File: src/rtl/pc_sequencer.sv
// pc_sequencer: owns the architectural PC of the nonpipelined LEGv8 core.
// Steps each instruction through a fetch handshake and an execute window,
// picks the next PC from the branch source at retire, and counts retires.
module pc_sequencer #(
    parameter int              ADDR_WIDTH = 64,
    parameter logic [ADDR_WIDTH-1:0] RESET_PC = '0
) (
    input  logic                  clk,
    input  logic                  reset,
    input  logic [1:0]            branch_src,
    input  logic [ADDR_WIDTH-1:0] imm_offset,
    input  logic [ADDR_WIDTH-1:0] reg_target,
    input  logic                  instr_done,
    input  logic                  halt,
    input  logic                  fetch_ack,
    output logic                  fetch_req,
    output logic [ADDR_WIDTH-1:0] fetch_addr,
    output logic [ADDR_WIDTH-1:0] pc,
    output logic [ADDR_WIDTH-1:0] pc_plus4,
    output logic                  instr_valid,
    output logic                  halted,
    output logic                  misaligned,
    output logic [63:0]           instret
);

    typedef enum logic [1:0] {
        START  = 2'd0,
        FETCH  = 2'd1,
        EXEC   = 2'd2,
        HALTED = 2'd3
    } state_t;

    state_t                  state_q, state_d;
    logic [ADDR_WIDTH-1:0]   pc_q, pc_d;
    logic                    misaligned_q, misaligned_d;
    logic [63:0]             instret_q, instret_d;
    logic [ADDR_WIDTH-1:0]   next_pc;
    logic [ADDR_WIDTH-1:0]   rel_target;
    logic                    retire;

    // Branch offset is a word count; shift to bytes, dropping the top bits.
    assign rel_target = pc_q + {imm_offset[ADDR_WIDTH-3:0], 2'b00};
    assign pc_plus4   = pc_q + ADDR_WIDTH'(4);
    assign retire     = (state_q == EXEC) && instr_done;

    // Next-PC select; reserved encoding 11 falls back to sequential.
    always_comb begin
        next_pc = pc_plus4;
        case (branch_src)
            2'b01:   next_pc = rel_target;
            2'b10:   next_pc = {reg_target[ADDR_WIDTH-1:2], 2'b00};
            default: next_pc = pc_plus4;
        endcase
    end

    // Sequencing FSM plus the PC, retire counter and sticky misalignment flag.
    always_comb begin
        state_d      = state_q;
        pc_d         = pc_q;
        instret_d    = instret_q;
        misaligned_d = misaligned_q;
        case (state_q)
            START:  state_d = FETCH;
            FETCH:  if (fetch_ack) state_d = EXEC;
            EXEC: begin
                if (instr_done) begin
                    state_d = halt ? HALTED : FETCH;
                end
            end
            default: state_d = HALTED;
        endcase
        if (retire) begin
            pc_d      = next_pc;
            instret_d = instret_q + 64'd1;
            if (branch_src == 2'b10 && reg_target[1:0] != 2'b00) begin
                misaligned_d = 1'b1;
            end
        end
    end

    // State registers; reset aborts any in-flight fetch or execute.
    always_ff @(posedge clk or posedge reset) begin
        if (reset) begin
            state_q      <= START;
            pc_q         <= RESET_PC;
            misaligned_q <= 1'b0;
            instret_q    <= 64'd0;
        end else begin
            state_q      <= state_d;
            pc_q         <= pc_d;
            misaligned_q <= misaligned_d;
            instret_q    <= instret_d;
        end
    end

    // Handshake outputs decode from state only, so no input reaches them.
    assign fetch_req   = (state_q == FETCH);
    assign instr_valid = (state_q == EXEC);
    assign halted      = (state_q == HALTED);
    assign fetch_addr  = pc_q;
    assign pc          = pc_q;
    assign misaligned  = misaligned_q;
    assign instret     = instret_q;

endmodule

File: config.mk
export PLATFORM = sky130hd
export DESIGN_NAME = pc_sequencer
export DESIGN_NICKNAME = d
export VERILOG_FILES = /design/src/rtl/pc_sequencer.sv
export SDC_FILE = /design/constraint.sdc
export NUM_CORES = 1
export LEC_CHECK = 0
export CAP_MARGIN = 10
export CORE_MARGIN = 3
export CORE_UTILIZATION = 47
export DETAILED_ROUTE_END_ITERATION = 6
export HOLD_SLACK_MARGIN = 0.06
export PLACE_DENSITY = 0.82
export SLEW_MARGIN = 20
export SYNTH_ARGS = -nofsm -noshare
export SYNTH_HDL_FRONTEND = slang
export SYNTH_SLANG_ARGS = --single-unit
File: constraint.sdc
create_clock -name clk -period 6 [get_ports clk]
set_input_delay 1.2 -clock clk [delete_from_list [all_inputs] [get_ports clk]]
set_output_delay 1.2 -clock clk [all_outputs]
set_load 0.005 [all_outputs]
== Word-level counts from Yosys, hierarchy flattened ==
Cells that the tools add are included.

* Register bits: 131
* Bits in latches: 0
* Bits in writable memories: 0
* Bits in read-only memories: 0
* Input bits: 135
* Output and inout bits: 260
* Word-level logic and storage cells: 25
* Memories: 0

* Add/sub/neg operators: 3
* $mul: 0
* Divide/modulo/power cells: 0
* $lt $le $gt $ge: 0
* Eq/ne operators: 7
* Shift operators: 0
* Mux-type cells: 5
* Bitwise operators: 0
* Reductions and logical operators: 6

{| class="wikitable"
|+ Operators by type and width
! cell !! count
|-
| $pmux W64 S2 || 1
|-
| $add A64 B1 Y64 const B || 1
|-
| $add A64 B3 Y64 const B || 1
|-
| $add A64 B64 Y64 || 1
|-
| $eq A2 B2 Y1 const B || 3
|-
| $mux W2 || 3
|-
| $pmux W2 S3 || 1
|-
| $eq A2 B1 Y1 const B || 2
|-
| $ne A2 B2 Y1 const B || 2
|-
| $reduce_and A2 Y1 || 2
|-
| $logic_and A1 B1 Y1 || 2
|-
| $logic_not A2 Y1 || 1
|-
| $reduce_bool A2 Y1 || 1
|}

== Depth between registers and ports, before layout ==
Gate-level depths: netlist of the first run.

* Depth after elaboration: 3
* Gate-level depth with buffers: 14
* Mapped depth without buffers: 14

== Worst setup path before layout of the first run ==
Ideal clock, no wire load.

* Path kind: input to register
* Start: in imm_offset[21]
* End: reg pc_q[57] (netlist: fetch_addr[57])
* Library setup time: 0.101 ns
* Data arrival time: 3.830 ns
* Required time: 5.899 ns
* Setup slack: 2.070 ns
* Cell stages on the path: 13
* Path buffers: 1
* Cell sequence: ha_1 clkbuf_1 nand2_1 nor2_1 and3_1 nand3_1 o21ai_1 a31oi_1 o41ai_1 and4_1 a21oi_1 xor2_1 o32ai_1

* Word-level cells in the longest chain between the ends: 2

{| class="wikitable"
|+ RTL lines
! what !! line !! text
|-
| start: declaration || 11 || <nowiki>input logic [ADDR_WIDTH-1:0] imm_offset,</nowiki>
|-
| $add A64 B64 Y64 || 42 || <nowiki>assign rel_target = pc_q + {imm_offset[ADDR_WIDTH-3:0], 2'b00};</nowiki>
|-
| $pmux W64 S2 || 49 || <nowiki>case (branch_src)</nowiki>
|-
| end signal: assignment || 90 || <nowiki>pc_q <= pc_d;</nowiki>
|-
| end: declaration || 34 || <nowiki>logic [ADDR_WIDTH-1:0] pc_q, pc_d;</nowiki>
|}

No other way between the ends.
A chain may end at the register's enable or synchronous reset.

== Worst setup path in the final report of the first run ==
* Start: reg pc_q[3] (netlist: fetch_addr[3])
* End: out pc_plus4[60]

* Word-level cells in the longest chain between the ends: 1

{| class="wikitable"
|+ RTL lines
! what !! line !! text
|-
| $add A64 B3 Y64 || 43 || <nowiki>assign pc_plus4 = pc_q + ADDR_WIDTH'(4);</nowiki>
|-
| end: declaration || 19 || <nowiki>output logic [ADDR_WIDTH-1:0] pc_plus4,</nowiki>
|}

No other way between the ends.

==> flow_summary.json, run 1 <==
{
  "status": "completed",
  "hold_slack_ns": 0.480,
  "root_buffer": "clkbuf_16",
  "cp.arrival_ns": 4.28,
  "crit_slowest_cell": "or4b_1",
  "clkTransAtPathRegs_ns": 0.07,
  "yosysMostFrequentCell": "nand2_1",
  "synth-warning-count": 0,
  "area_growth_pct": 35.1,
  "ir_drop_mv": 0.146,
  "finalPower_uw": 4040,
  "netlist-cell-type-count": 69,
  "first_pass_iters": 6,
  "end_kind": "output port",
  "wl_microns": 43600,
  "synth.largest_area_cell": "dfrtp_1",
  "cts-htree-levels": 4,
  "critPathBufInv": 2,
  "synth_area_leaders": "dfrtp_1, xnor2_1, ha_1",
  "synth_edf_count": 0,
  "track_usage_pct": 31.2,
  "grt_max_degree": 92,
  "layout-drive-gt1-share_pct": 3.48,
  "antenna_found_initial": 2,
  "worstPathRequired_ns": 4.80,
  "fp-row-count": 57,
  "clock.fmax_mhz": 182,
  "dp_hpwl_microns": 32200,
  "yosysSeqAreaShare_pct": 27.5,
  "fillers": 2084,
  "drt_iter0_drc": 1150,
  "ctsHoldBuffers": 0,
  "worst_pin_slew_ns": 0.971,
  "cts_setup_buffers": 0,
  "slew_headroom_pct": 35.2,
  "drv_slew": 0,
  "skew_ns": 0.0183,
  "p_leak_uw": 0.00657,
  "synthCells": 1474,
  "setup_viol": 0,
  "ys_ff_latch": 129,
  "num_vias": 12687,
  "grt_pass1_wl_microns": 66300,
  "grt_pass1_vias": 12279,
  "ioPinCount": 395,
  "hp-class": "reg -> reg",
  "cts_tree": "built",
  "crit_chain": "ha_1 > and2_1 > and4_1 > buf_4 > or4b_1 > or3b_4 > nor2_4 > and3_1 > xor2_1 > clkdlybuf4s50_1",
  "cts_buffer_depth": 2,
  "die_w_microns": 164,
  "min_period_ns": 5.48,
  "post_synth_instance_area_sq_mm": 0.0118,
  "drc": 0,
  "cts.sink_count": 129,
  "rsz0062_at_grt": "no",
  "place_congestion": 0.945,
  "clk_latency_ns": 0.43,
  "wire_per_inst_microns": 21.0,
  "start_util_pct": 48.0,
  "cts_buffers": 17,
  "worstSetupStartpointType": "register",
  "yosys-top-cells-count": "nand2_1, dfrtp_1, nor2_1, xnor2_1, a21oi_1",
  "finalCritPeriodShare_pct": 91.3,
  "async_flop_share_pct": 100,
  "ctsResizeCount": 0,
  "fin_tns_setup_ns": 0,
  "hold_viol_final": 0,
  "cp_max_fo": 8,
  "synthFlopType": "dfrtp_1",
  "die_area_sq_mm": 0.0269,
  "cp_top_family": "simple AND/OR/NAND/NOR gates",
  "port_buffers": 386,
  "core_sq_mm": 0.0245,
  "critPathKind": "reg -> out",
  "via_per_inst": 6.10,
  "nets": 1943,
  "yosys.area.top_type_share_pct": 27.5,
  "dieHeight_microns": 164,
  "syn_avg_cell_area_sq_um": 7.97,
  "cpPeakStageDelay_ns": 0.70,
  "power_per_cell_area_mw_per_mm2": 254,
  "cap_violations": 0,
  "detail-route-antenna-nets": 0,
  "grt_overflow": 0
}
==> logic make-up (layout without fill, tap and decap cells) <==
| group | count (synthesis) | after routing | share of synthesized area, % |
|---|---|---|---|
| and+or+nand+nor | 513 | 513 | 21.1 |
| AOI/OAI and AO/OA | 398 | 398 | 22.3 |
| buffers and inverters | 181 | 457 | 8.08 |
| xor gates and xnor gates | 179 | 179 | 13.3 |
| DFF | 129 | 129 | 27.5 |
| adders and majority gates | 66 | 66 | 7.09 |
| muxes | 7 | 7 | 0.596 |
| other | 1 | 7 | 0.0319 |
==> layer usage <==
metal	GRT usage, %	share of wire [%]	routed length [microns]	vias to the layer above
met5	0	0.030	13	-
met4	13.2	3.8	1640	2
met3	6.58	9.6	4170	131
met2	52.5	47	20700	797
met1	38.7	39	17100	5952
li1	-	-	-	5805
==> cell type report <==
| type | count | area [sq um] | share of cell area, % |
|---|---|---|---|
| diodes | 1 | 2.50 | 0.0158 |
| clock buffers | 17 | 425 | 2.68 |
| clock inverters | 15 | 159 | 1.00 |
| inverters | 28 | 110 | 0.693 |
| multi-input cells | 1169 | 7600 | 47.9 |
| flip-flops and latches | 129 | 3230 | 20.3 |
| well taps | 324 | 405 | 2.55 |
| repair buffers | 397 | 3950 | 24.9 |
==> where the power goes <==
part	leakage [uW]	switching, uW	internal (uW)
registers	0.00173	196	949
logic	0.00457	892	936
clock network	0.000282	505	559
==> path summary, 6_finish.rpt <==
kind	endpoint	start	cells after the start	slack [ns]
worst min-delay path	instret[63]	instret[63]	1	0.48
max in group asynchronous	state_q[1]	reset	3	3.51
worst max register to register	fetch_addr[60]	fetch_addr[2]	15	1.92
min in group asynchronous	instret[36]	reset	2	1.33
worst max-delay path	pc_plus4[60]	fetch_addr[3]	10	0.52
worst min register to register	instret[63]	instret[63]	1	0.48
==> state kept, by name, indices dropped and copies added, names as in the netlist <==
register / cells
instret: 64
fetch_addr: 62
state_q: 2
misaligned: 1
==> worst reg2reg max path, delay by kind of cell (launching register included) <==
family	cells	cell delay, ns
adder cells (fa/ha/maj)	2	0.61
XOR/XNOR	1	0.18
AND/OR/NAND/NOR	2	0.27
AO/OA/AOI/OAI	8	2.36
buffers and inverters	2	0.23
flip-flops	1	0.35
==> stage by stage <==
step           cell area (sq um)  util (%)  cells  worst slack (ns)
6_report                   15900      64.9   2080             0.520
5_1_grt                    15900      64.9   2080             0.325
4_1_cts                    15900      64.9   2079             0.521
3_5_place_dp               15300      62.5   2047             0.856
3_3_place_gp               15300      62.5   2047             0.867
2_1_floorplan              11800         -   1479              1.36
==> placed cells by master, fill, tap and decap left out, types with 17 or more instances in the layout <==
master             n
nand2_1          162
a21o_1            30
clkbuf_16         17
and3_1            36
a21oi_1          101
ha_1              63
nor3_1            20
o31ai_1           18
dfrtp_1          129
nor2_1           114
o21ai_0           79
nand4_1           41
clkdlybuf4s50_1  386
a221oi_1          39
o21bai_1          17
inv_1             26
o21a_1            18
nand3_1           66
xnor2_1          114
xor2_1            65
Power figures use the tool's default switching activity.
==> run 2, diff against run 1 <==
Settings changed: CORE_MARGIN 3 to 2.
==> run 2 against run 1 <==
Clock-buffer cell count stayed put. Setup slack worse by 0.14 ns. Utilization stayed put. Largest power group unchanged. Largest cell class unchanged.
==> flow_summary.json, run 2 (same netlist as run 1, synthesis figures left out) <==
{
  "nets": 1943,
  "port_buffers": 386,
  "timing.rr.start": "fetch_addr[2]",
  "first_pass_iters": 7,
  "worstSetupStartpointType": "register",
  "track_usage_pct": 31.9,
  "ctsResizeCount": 0,
  "antenna_cells": 0,
  "start_util_pct": 48.0,
  "die_area_sq_mm": 0.0263,
  "grt_pass1_vias": 12100,
  "min_delay_path_depth": 1,
  "worst_pin_slew_ns": 0.985,
  "layout-drive-gt1-share_pct": 3.48,
  "critPathKind": "reg -> out",
  "layout_common_cells": "clkdlybuf4s50_1, nand2_1, dfrtp_1",
  "end_kind": "output port",
  "worstPathRequired_ns": 4.80,
  "drt_iter0_drc": 1199,
  "fin_tns_setup_ns": 0,
  "finalCritPeriodShare_pct": 93.7,
  "min_delay_worst_endpoint": "instret[63]",
  "cts_setup_buffers": 0,
  "via_per_inst": 6.11,
  "multiInputGateArea_sq_mm": 0.00760,
  "num_vias": 12696,
  "regArea_sq_mm": 0.00323,
  "holdCritStartpoint": "instret[63]",
  "cts_tree": "built",
  "min_period_ns": 5.62,
  "fillers": 2082,
  "drv_slew": 0,
  "ctsHoldBuffers": 0,
  "p_leak_uw": 0.00658,
  "reg2reg_slack_ns": 1.84,
  "grt_pass1_wl_microns": 66400,
  "wl_microns": 43400,
  "ir_drop_mv": 0.180,
  "area_growth_pct": 35.1,
  "reg2reg_depth": 14,
  "final_common_cell": "clkdlybuf4s50_1",
  "largest_reg_flops": 64,
  "antenna_found_initial": 0,
  "power_per_cell_area_mw_per_mm2": 253,
  "slew_headroom_pct": 34.3,
  "wire_per_inst_microns": 20.9,
  "cts_buffer_depth": 2,
  "core_sq_mm": 0.0245,
  "clock.fmax_mhz": 178,
  "detail-route-antenna-nets": 0,
  "cp_max_fo": 9,
  "grt_max_degree": 96,
  "fp-row-count": 57,
  "hold_viol_final": 0,
  "cp.arrival_ns": 4.42,
  "root_buffer": "clkbuf_16",
  "place_congestion": 0.974,
  "cts.sink_count": 129,
  "hp-class": "reg -> reg",
  "reg2reg_to": "fetch_addr[60]",
  "cts-htree-levels": 4,
  "cts_buffers": 17,
  "clkTransAtPathRegs_ns": 0.07,
  "worst_slack_ns": 0.376,
  "dp_hpwl_microns": 32100,
  "drc": 0,
  "grt_overflow": 0,
  "dieHeight_microns": 162,
  "clk_latency_ns": 0.43,
  "cap_violations": 0,
  "fin_util_pct": 64.9,
  "rsz0062_at_grt": "no",
  "setup_viol": 0,
  "ioPinCount": 395,
  "pre_cts_slack_ns": 0.847,
  "status": "completed",
  "skew_ns": 0.0128,
  "die_w_microns": 162
}
run 2: cell count changes in the layout (fill, tap and decap cells not counted), sizes merged:
cell / change
diode: -1
run 2: metal layers:
metal	global-route usage, %	vias to the layer above	routed length (microns)
met5	0	-	0
met4	9.98	0	1340
met3	5.23	102	3730
met2	55.0	746	21000
met1	40.9	6040	17300
li1	-	5808	-
run 2: critical path, stage by stage, from the launching register on:
cell and delay, ns:
dfrtp_1 0.54, ha_1 0.25, and2_1 0.21, and4_1 0.48, or4b_1 0.74, or3b_4 0.52
nor2_4 0.24, and4_1 0.31, xor2_1 0.18, clkdlybuf4s50_1 0.53
run 2: layout make-up:
type                       instances  area share [%]
tap                              324            2.55
timing repair buffer             397            24.9
clock inverter                    15            1.02
sequential                       129            20.3
multi-input combinational       1169            47.9
inverter                          28           0.693
clock buffer                      17            2.68
run 2: where the power goes:
| part | switching (uW) | internal [uW] |
|---|---|---|
| combinational | 886 | 934 |
| clock | 495 | 558 |
| sequential | 198 | 949 |
run 2: how the worst max path moves through the flow:
| stage | startpoint | to | slack, ns | cells after the start |
|---|---|---|---|---|
| 5_1_grt | fetch_addr[2] | pc_plus4[60] | 0.25 | 9 |
| 4_1_cts | fetch_addr[2] | pc_plus4[58] | 0.39 | 9 |
| 2_1_floorplan | reset | fetch_addr[10] | 1.36 | 1 |
| 3_3_place_gp | fetch_addr[2] | pc_plus4[60] | 0.89 | 9 |
| 3_5_place_dp | fetch_addr[2] | pc_plus4[60] | 0.85 | 9 |
| 6_report | fetch_addr[2] | pc_plus4[58] | 0.38 | 9 |
run 2: per-stage QoR:
stage	instance area, sq um	hold slack, ns	total power, uW	cells
after detailed placement	15300	0.467	2940	2047
after floorplan	11800	0.468	2170	1479
after global placement	15300	0.459	2930	2047
final	15900	0.486	4020	2079
after global routing	15900	0.496	4230	2079
after CTS	15900	0.486	4010	2079
==> run 3, diff against run 2 <==
Settings changed: SKIP_LAST_GASP set to 1.
==> results of run 3 <==
Final layout, timing and power as in run 2 (identical DEF).
